<file path="src/rtl/i2c_fsm.sv">
// i2c_fsm: command-level I2C master bit engine.
// Runs one bus primitive per accepted command (START, RESTART, STOP, RD, WR)
// and holds the bus with SCL low between commands until STOP.
// Optional feature macro: I2C_FSM_CLK_STRETCH_EN (stall at end of Q1 while scl_i=0).
// Ports:
//   clk, reset          clock, synchronous active-high reset
//   cmd, cmd_valid      command code (0..4 legal) and its valid strobe
//   cmd_ready           engine can accept a command (IDLE/HOLD)
//   din, nack           write byte / RD ack-vs-nack, latched at acceptance
//   dout, ack           last byte read / last WR acknowledge
//   done, err           completion pulse, error flag alongside done
//   scl_o, sda_o        open-drain drives (1 = release)
//   scl_i, sda_i        line levels from the pads
module i2c_fsm #(
    parameter int unsigned DIV_Q = 4
) (
    input  logic       clk,
    input  logic       reset,
    input  logic [4:0] cmd,
    input  logic       cmd_valid,
    output logic       cmd_ready,
    input  logic [7:0] din,
    input  logic       nack,
    output logic [7:0] dout,
    output logic       ack,
    output logic       done,
    output logic       err,
    output logic       scl_o,
    output logic       sda_o,
    input  logic       scl_i,
    input  logic       sda_i
);
    localparam int unsigned DIV_W = (DIV_Q > 1) ? $clog2(DIV_Q) : 1;
    localparam logic [DIV_W-1:0] DIV_LAST = DIV_W'(DIV_Q - 1);

    localparam logic [4:0] CMD_START   = 5'd0;
    localparam logic [4:0] CMD_RESTART = 5'd1;
    localparam logic [4:0] CMD_STOP    = 5'd2;
    localparam logic [4:0] CMD_RD      = 5'd3;
    localparam logic [4:0] CMD_WR      = 5'd4;

    typedef enum logic [2:0] {
        IDLE, BUSY_START, BUSY_RESTART, BUSY_STOP, BUSY_WR, BUSY_RD, HOLD
    } state_t;

    state_t           state_q, state_d;
    logic [DIV_W-1:0] div_q, div_d;
    logic [1:0]       qtr_q, qtr_d;
    logic [3:0]       bit_q, bit_d;
    logic [7:0]       shreg_q, shreg_d;
    logic             smp_q, smp_d;
    logic             nack_q, nack_d;
    logic             errp_q, errp_d;
    logic             scl_d, sda_d, ready_d, done_d, err_d, ack_d;
    logic [7:0]       dout_d;
    logic             last_div, stall;

    // SCL/SDA levels for a given step of a primitive: {scl, sda}.
    function automatic logic [1:0] wave(input state_t st, input logic [1:0] qt,
                                        input logic [3:0] bn, input logic txb,
                                        input logic nk);
        logic [1:0] w;
        logic       hi;
        w  = 2'b11;
        hi = (qt == 2'd1) || (qt == 2'd2);
        case (st)
            BUSY_START:   w = (qt == 2'd3) ? 2'b00 : (qt == 2'd2) ? 2'b10 : 2'b11;
            BUSY_RESTART: w = (qt == 2'd0) ? 2'b01 : (qt == 2'd1) ? 2'b11 :
                              (qt == 2'd2) ? 2'b10 : 2'b00;
            BUSY_STOP:    w = (qt == 2'd0) ? 2'b00 : (qt == 2'd1) ? 2'b10 : 2'b11;
            BUSY_WR:      w = {hi, (bn == 4'd8) ? 1'b1 : txb};
            BUSY_RD:      w = {hi, (bn == 4'd8) ? nk : 1'b1};
            default:      w = 2'b11;
        endcase
        return w;
    endfunction

`ifdef I2C_FSM_CLK_STRETCH_EN
    // Slave holding SCL low at the end of Q1 stretches the high phase.
    assign stall = (qtr_q == 2'd1) && last_div && !scl_i;
`else
    logic unused_scl;
    assign unused_scl = scl_i;
    assign stall      = 1'b0;
`endif

    assign last_div = (div_q == DIV_LAST);

    // Next-state and output logic.
    always_comb begin
        state_d = state_q;
        div_d   = div_q;
        qtr_d   = qtr_q;
        bit_d   = bit_q;
        shreg_d = shreg_q;
        smp_d   = smp_q;
        nack_d  = nack_q;
        errp_d  = 1'b0;
        scl_d   = scl_o;
        sda_d   = sda_o;
        ready_d = cmd_ready;
        done_d  = 1'b0;
        err_d   = 1'b0;
        ack_d   = ack;
        dout_d  = dout;

        case (state_q)
            IDLE, HOLD: begin
                if (errp_q) begin
                    // Rejected command completes one clock after acceptance.
                    done_d  = 1'b1;
                    err_d   = 1'b1;
                    ready_d = 1'b1;
                end else if (cmd_valid && cmd_ready) begin
                    div_d   = '0;
                    qtr_d   = 2'd0;
                    bit_d   = 4'd0;
                    shreg_d = din;
                    nack_d  = nack;
                    ready_d = 1'b0;
                    case (cmd)
                        CMD_START, CMD_RESTART:
                            state_d = (state_q == IDLE) ? BUSY_START : BUSY_RESTART;
                        CMD_STOP: if (state_q == HOLD) state_d = BUSY_STOP; else errp_d = 1'b1;
                        CMD_RD:   if (state_q == HOLD) state_d = BUSY_RD;   else errp_d = 1'b1;
                        CMD_WR:   if (state_q == HOLD) state_d = BUSY_WR;   else errp_d = 1'b1;
                        default:  errp_d = 1'b1;
                    endcase
                end
            end
            default: begin
                if (!stall) begin
                    if (qtr_q == 2'd2 && last_div) smp_d = sda_i;
                    if (!last_div) begin
                        div_d = DIV_W'(div_q + DIV_W'(1));
                    end else begin
                        div_d = '0;
                        qtr_d = qtr_q + 2'd1;
                        if (qtr_q == 2'd3) begin
                            if ((state_q == BUSY_WR || state_q == BUSY_RD) && bit_q != 4'd8) begin
                                // Shared shifter: MSB drives WR data, LSB collects RD samples.
                                bit_d   = bit_q + 4'd1;
                                shreg_d = {shreg_q[6:0], smp_q};
                            end else begin
                                done_d  = 1'b1;
                                ready_d = 1'b1;
                                state_d = (state_q == BUSY_STOP) ? IDLE : HOLD;
                                if (state_q == BUSY_RD) dout_d = shreg_q;
                                if (state_q == BUSY_WR) ack_d  = ~smp_q;
                            end
                        end
                    end
                end
            end
        endcase

        // Outputs follow the waveform only while a primitive runs; otherwise they hold.
        if (state_d != IDLE && state_d != HOLD)
            {scl_d, sda_d} = wave(state_d, qtr_d, bit_d, shreg_d[7], nack_d);
    end

    // State and output registers.
    always_ff @(posedge clk) begin
        if (reset) begin
            state_q   <= IDLE;
            div_q     <= '0;
            qtr_q     <= 2'd0;
            bit_q     <= 4'd0;
            shreg_q   <= 8'h00;
            smp_q     <= 1'b1;
            nack_q    <= 1'b0;
            errp_q    <= 1'b0;
            scl_o     <= 1'b1;
            sda_o     <= 1'b1;
            cmd_ready <= 1'b1;
            done      <= 1'b0;
            err       <= 1'b0;
            ack       <= 1'b0;
            dout      <= 8'h00;
        end else begin
            state_q   <= state_d;
            div_q     <= div_d;
            qtr_q     <= qtr_d;
            bit_q     <= bit_d;
            shreg_q   <= shreg_d;
            smp_q     <= smp_d;
            nack_q    <= nack_d;
            errp_q    <= errp_d;
            scl_o     <= scl_d;
            sda_o     <= sda_d;
            cmd_ready <= ready_d;
            done      <= done_d;
            err       <= err_d;
            ack       <= ack_d;
            dout      <= dout_d;
        end
    end
endmodule

</file>
<file path="config.mk">
export PLATFORM = sky130hd
export DESIGN_NAME = i2c_fsm
export DESIGN_NICKNAME = d
export VERILOG_FILES = /design/src/rtl/i2c_fsm.sv
export SDC_FILE = /design/constraint.sdc
export NUM_CORES = 1
export LEC_CHECK = 0
export CORE_MARGIN = 1
export CORE_UTILIZATION = 52
export DETAILED_ROUTE_END_ITERATION = 10
export PLACE_DENSITY = 0.83
export SLEW_MARGIN = 20
export SYNTH_ARGS = -nofsm -noshare
export SYNTH_HDL_FRONTEND = slang
export SYNTH_SLANG_ARGS = --single-unit
</file>
<file path="constraint.sdc">
create_clock -name clk -period 2.7 [get_ports clk]
set_input_delay 0.54 -clock clk [delete_from_list [all_inputs] [get_ports clk]]
set_output_delay 0.54 -clock clk [all_outputs]
set_load 0.01 [all_outputs]
</file>
* Word level (Yosys, flattened, before mapping) *
Index checks and enable logic that the tools add are counted.

storage, ports and cells
  flip-flop bits (word level) = 36
  logic and storage cells = 131
  input port bits = 19

cells by class
  reduce and logical (&&, ||, !) cells = 24
  $add $sub $neg = 3
  mux-type cells = 58
  equality and inequality tests = 26
  bitwise operators = 4

operators with widths
  kind                                                                    count
  8-bit 2-to-1 mux                                                        6
  3-bit 2-to-1 mux                                                        10
  2-bit 2-to-1 mux                                                        14
  4-bit 2-to-1 mux                                                        6
  1-bit 2-to-1 mux                                                        19
  3-bit equality test (second input constant)                             5
  5-bit AND reduction                                                     3
  3-bit case mux with 4 select lines                                      1
  2-bit equality test (second input constant)                             5
  5-bit by 2-bit equality test with 1-bit output (second input constant)  2
  2-bit case mux with 5 select lines                                      1
  3-bit by 2-bit equality test with 1-bit output (second input constant)  3
  3-bit != test (second input constant)                                   2
  2-bit nonzero test                                                      3
  2-bit OR reduction                                                      3
  5-bit by 1-bit equality test with 1-bit output (second input constant)  1
  5-bit by 3-bit equality test with 1-bit output (second input constant)  1
  5-bit logical NOT                                                       1
  2-bit by 1-bit adder with 2-bit output (second input constant)          2
  4-bit by 1-bit adder with 4-bit output (second input constant)          1
  4-bit equality test (second input constant)                             1
  1-bit logical AND                                                       4
  2-bit != test (second input constant)                                   2
  4-bit != test (second input constant)                                   1
  13 further kinds                                                        18

* Depth between registers and ports, before layout *
  word-level depth = 10
  mapped depth = 12

* Worst setup path after synthesis *
No wires, ideal clock.

  path type = flip-flop to flip-flop
  from = register state_q[1]
  to = register sda_o
  period minus slack after synthesis = 2.118 ns
  path buffers = 0
  arrival time = 1.990 ns
  library setup time = 0.128 ns
  required time = 2.572 ns
  setup slack = 0.582 ns
  cell stages (with the launch flop) = 11
  cell sequence = dfxtp_1 -> xor2_2 -> nor2_1 -> nand2_1 -> o21ai_0 -> a21oi_1 -> ha_1 -> nor2_1 -> mux2_4 -> a211oi_2 -> a22oi_2

between the ends
  word-level cells in the longest chain between the ends = 10
  elaborated cells between the ends (all ways) = 52

RTL lines
  what                                        RTL line  text
  from (decl)                                 46        state_t state_q, state_d;
  from (signal assigned)                      181       state_q <= state_d;
  3-bit equality test                         140       if ((state_q == BUSY_WR || state_q == BUSY_RD) && bit_q != 4'd8) begin
  1-bit logical OR                            140
  1-bit logical AND                           140
  4-bit 2-to-1 mux                            140
  4-bit 2-to-1 mux                            139       if (qtr_q == 2'd3) begin
  4-bit 2-to-1 mux                            134       if (!last_div) begin
  4-bit 2-to-1 mux                            107       case (state_q)
  4-bit equality test                         71, 72
  1-bit 2-to-1 mux, on equally long branches  72, 71
  2-bit case mux with 5 select lines          66        case (st)
  to (signal assigned)                        174       sda_o <= 1'b1;
  to (signal assigned)                        190       sda_o <= sda_d;
  to (decl)                                   29        output logic sda_o,

Parallel ways exist; a longest one is shown, timed or not. The select of a mux whose other input is x is not followed.
A chain may end at the register's enable or synchronous reset.

* Final worst setup path *
  from = register state_q[1]
  to = register sda_o

between the ends
  elaborated cells between the ends (all ways) = 52

RTL lines
  what                                                                                          RTL line    text
  3-bit equality test / 3-bit logical NOT (equally long branches)                               107
  2-bit OR reduction (*)                                                                        107
  2-bit 2-to-1 mux (*)                                                                          107
  net qtr_d[1]                                                                                  48          logic [1:0] qtr_q, qtr_d;
  2-bit by 1-bit equality test with 1-bit output / 2-bit equality test (equally long branches)  68, 70, 67
  1-bit 2-to-1 mux (tied with other cells)                                                      70          BUSY_STOP: w = (qt == 2'd0) ? 2'b00 : (qt == 2'd1) ? 2'b10 : 2'b11;
  2-bit 2-to-1 mux, on equally long branches                                                    70, 67, 68
  2-bit case mux with 5 select lines (*)                                                        66

The timed path passes the listed nets; every way through them passes the cells marked *. The select of a mux whose other input is x is not followed.

==> summary.md <==
| Metric | Value |
|---|---|
| Hold Path Sink | `dout[3]$_SDFFE_PP0P_` |
| Pin count of the biggest net entering global routing | `29` |
| Die span in x | `roughly 63 µm` |
| CTS H-Tree Depth | `2` |
| Placed wire-length estimate after detailed placement | `roughly 3200 µm` |
| Final count of negative-setup-slack endpoints | `0` |
| Min Tclk post-route | `approximately 2.4 ns` |
| Hold Violations, Final | `0` |
| Number of inserted filler cells in the final layout | `approximately 280` |
| Clock Latency Late Sink | `between 0.2 and 0.3 ns` |
| FFs w/ async S/R, synth | `0%` |
| Lkg Pwr | `about 1.0 nW` |
| Avg Vias per Cell | `5.91` |
| Average footprint of a synthesized cell | `9.26 µm²` |
| Number of enable flip-flop cells after synthesis | `0` |
| Vias in the first global route | `1575` |
| RSZ-0062 raised after global routing | `no` |
| Data required time at the worst endpoint | `roughly 2.9 ns` |
| Post-CTS Hold Fix Bufs | `0` |
| Pre-CTS setup slack | `just under 0.06 ns` |
| First-pass GRT wire length | `approximately 7000 µm` |
| Number of diodes added for antenna fixing | `0` |
| Area of the placeable core | `roughly 3400 µm²` |
| Final RePlAce weighted congestion | `roughly 0.89` |
| Root cell of the clock tree | `sky130_fd_sc_hd__clkbuf_8` |
| Number of iterations in the first detailed-routing pass | `5` |
| TritonCTS Buffers | `5` |
| Setup TNS | `0 ns` |
| Number of library cell types mapped by synthesis | `57` |
| Class of the worst hold path | `reg2reg` |
| Run status | `finished, final reports clean` |
| Ratio of cells with drive above 1 in the final layout | `~15%` |
| Portion of synthesized cell area occupied by the leading cell type | `around 37%` |
| Hold Worst Slack | `around 0.5 ns` |
| Crit Path Category | `reg2reg` |
| Area of the mapped netlist | `just under 2000 µm²` |
| Setup slack, reg-to-reg | `slightly below 0.3 ns` |
| Largest area contributor in the synthesized netlist | `sky130_fd_sc_hd__dfxtp_1` |
| Starting DRC count in detailed routing | `about 120` |
| Number of gates resized after cts | `0` |
| Net count after synthesis | `237` |
| Path depth of the worst reg2reg path | `10` |
| Maximum operating frequency | `~0.41 GHz` |
| Clock Path Buffers | `2` |
| Synth top area cells | `sky130_fd_sc_hd__dfxtp_1 37%, sky130_fd_sc_hd__mux2i_1 6.7%, sky130_fd_sc_hd__nor2_1 6.4%` |
| Worst hold path startpoint | `dout[3]$_SDFFE_PP0P_` |
| Effective utilization at floorplan | `between 50% and 60%` |
| Clock-pin slew reported for the worst setup and hold paths after clock tree synthesis | `approximately 0.08 ns` |
| Post-synthesis register bit count | `36` |
| Number of antenna violations at the first check in global routing | `0` |
| Worst-path maximum fanout | `8` |
| Number of sinks on the clock net | `36` |
| Arrival @ worst endpoint | `around 2.6 ns` |
| Number of remaining DRC errors | `0` |
| Worst vdd rail ir drop | `~0.00033 V` |
| Gate count of the mapped netlist | `about 210` |
| Final Net Count | `about 280` |
| Portion of the post-synthesis area used by sequential elements | `around 37%` |
| Worst slew margin | `approximately 67%` |
| Portion of the clock cycle consumed by the worst path in the final layout | `between 80% and 90%` |
| Number of synthesis warnings | `0` |
| Worst Hold Path Cells | `2` |
| Worst clock skew | `about 0.0041 ns` |
| Final slew viol count | `0` |
| Reg2Reg Capture Point | `sda_o$_SDFFE_PP1P_` |
| Vias | `~1700` |
| Aggregate global-route resource usage | `23.3%` |
| Cell row count | `21` |
| Final setup margin | `0.289 ns` |
| Startpoint Class | `flip-flop` |
| Total Routed Length | `~4400 µm` |
| Quantity of I/O buffers inserted on ports | `31` |
| I/O pin cnt | `33` |
| Maxcap violations | `0` |
| Crit end category | `flip-flop` |
| Average wire per cell in the routed design | `roughly 15 µm` |
| Synth-to-Final Area Change | `23.7%` |
| Antenna Nets Post-Route | `0` |
| Vert. Die Dim | `around 63 µm` |
| Post-CTS Setup Bufs | `0` |
| Critical R2R Launch | `state_q[1]$_SDFF_PP0_` |
| Die area | `3970 µm²` |
| P per Cell Area | `about 440 nW/µm²` |
| TritonCTS clock tree | `yes` |
| Transition time at the pin with the least slew margin | `slightly below 0.5 ns` |
| Main flop type after synthesis | `sky130_fd_sc_hd__dfxtp_1` |
| Global route overflow | `0` |
## sequential cells by signal (all words and copies together) (netlist names)
name	count
scl_o	1
state_q	3
dout	8
errp_q	1
done	1
ack	1
cmd_ready	1
sda_o	1
shreg_q	8
div_q	2
err	1
bit_q	4
smp_q	1
qtr_q	2
nack_q	1
## cells in the mapped netlist, drive strengths merged, types with 2 or more instances
cell and count:
dfxtp 36, nor2 33, nand2 14, mux2i 13, inv 10, nor3 10, ha 9, a21oi 7
a222oi 7, buf 6, and2 5, o21ai 4, a211oi 3, a21o 3, a22oi 3, a31oi 3
clkbuf 3, nand3 3, nand3b 3, o22ai 3, a31o 2, a41oi 2, and3 2, mux2 2
nand2b 2, nor4 2, o31ai 2, or2 2
## through the flow
| stage | utilization [%] | power [mW] | instance area [µm²] | instances |
|---|---|---|---|---|
| after floorplan | - | 0.626 | 1930 | 209 |
| after global placement | 67.0 | 0.676 | 2300 | 287 |
| after detailed placement | 67.0 | 0.680 | 2300 | 287 |
| after CTS | 69.5 | 1.06 | 2390 | 295 |
| after global routing | 69.5 | 1.10 | 2390 | 295 |
| final | 69.5 | 1.05 | 2390 | 295 |
## metal layers
layer / vias to the layer above / GRT usage [%] / wire length (µm)
li1: 840 / - / -
met1: 823 / 29.5 / 1980
met2: 72 / 38.6 / 2100
met3: 7 / 5.47 / 259
met4: 0 / 7.85 / 52
met5: - / 0 / 0
## how the worst max path moves through the flow
| stage | start | end | slack, ns | depth (start not counted) |
|---|---|---|---|---|
| 3_5_place_dp | cmd_valid | sda_o$_SDFFE_PP1P_ | 0.06 | 11 |
| 5_1_grt | state_q[1]$_SDFF_PP0_ | sda_o$_SDFFE_PP1P_ | 0.13 | 10 |
| 4_1_cts | state_q[1]$_SDFF_PP0_ | sda_o$_SDFFE_PP1P_ | 0.30 | 10 |
| 6_report | state_q[1]$_SDFF_PP0_ | sda_o$_SDFFE_PP1P_ | 0.29 | 10 |
| 3_3_place_gp | cmd_valid | sda_o$_SDFFE_PP1P_ | 0.08 | 11 |
| 2_1_floorplan | state_q[1]$_SDFF_PP0_ | sda_o$_SDFFE_PP1P_ | 0.58 | 10 |
## cells by family after synthesis
| group | count (synthesis) | synth area share [%] |
|---|---|---|
| AND/OR/NAND/NOR | 81 | 21.5 |
| XOR/XNOR | 2 | 1.29 |
| AO/OA/AOI/OAI | 47 | 20.4 |
| buffers and inverters | 19 | 5.69 |
| flip-flops | 36 | 37.3 |
| multiplexers | 15 | 8.08 |
| adder cells (fa/ha/maj) | 9 | 5.82 |
## worst max-delay path, cell delays in order, from the launching register on
cell and delay, ns:
sky130_fd_sc_hd__dfxtp_1 0.39, sky130_fd_sc_hd__xor2_2 0.38, sky130_fd_sc_hd__nor2_1 0.12, sky130_fd_sc_hd__o21ai_0 0.32, sky130_fd_sc_hd__a21oi_1 0.21, sky130_fd_sc_hd__inv_1 0.11
sky130_fd_sc_hd__ha_1 0.16, sky130_fd_sc_hd__nor2_1 0.05, sky130_fd_sc_hd__mux2_4 0.25, sky130_fd_sc_hd__a211oi_2 0.23, sky130_fd_sc_hd__a22oi_2 0.06
## cell type report
cell class                 count  area, µm²  area share (%)
clock buffer                   5       68.8            2.88
tap                           46       57.6            2.41
timing repair buffer          41        385            16.1
inverter                      10       37.5            1.57
sequential                    36        721            30.1
clock inverter                 3       18.8           0.785
multi-input combinational    154       1100            46.1
## report_power, final
part | leakage, nW | switching [mW] | total, mW | internal [mW]
clock network | 0.0479 | 0.205 | 0.385 | 0.180
registers | 0.292 | 0.0100 | 0.554 | 0.544
logic | 0.690 | 0.0563 | 0.116 | 0.0593
total | 1.03 | 0.271 | 1.05 | 0.783
## cell usage in the layout, fill, tap and decap left out, types with 3 or more instances in the layout
cell type	Yosys	layout
sky130_fd_sc_hd__clkbuf_8	1	5
sky130_fd_sc_hd__a21o_1	3	3
sky130_fd_sc_hd__inv_1	10	10
sky130_fd_sc_hd__nand3_1	3	3
sky130_fd_sc_hd__clkdlybuf4s50_1	0	31
sky130_fd_sc_hd__mux2i_1	13	13
sky130_fd_sc_hd__a222oi_1	7	7
sky130_fd_sc_hd__nand2_1	14	14
sky130_fd_sc_hd__and2_1	3	3
sky130_fd_sc_hd__nor2_1	33	33
sky130_fd_sc_hd__a31oi_1	3	3
sky130_fd_sc_hd__a21oi_1	7	7
sky130_fd_sc_hd__ha_1	9	9
sky130_fd_sc_hd__nor3_1	9	9
sky130_fd_sc_hd__buf_4	1	10
sky130_fd_sc_hd__dfxtp_1	36	36
sky130_fd_sc_hd__o21ai_0	4	4
(Power assumes the default switching activity.)
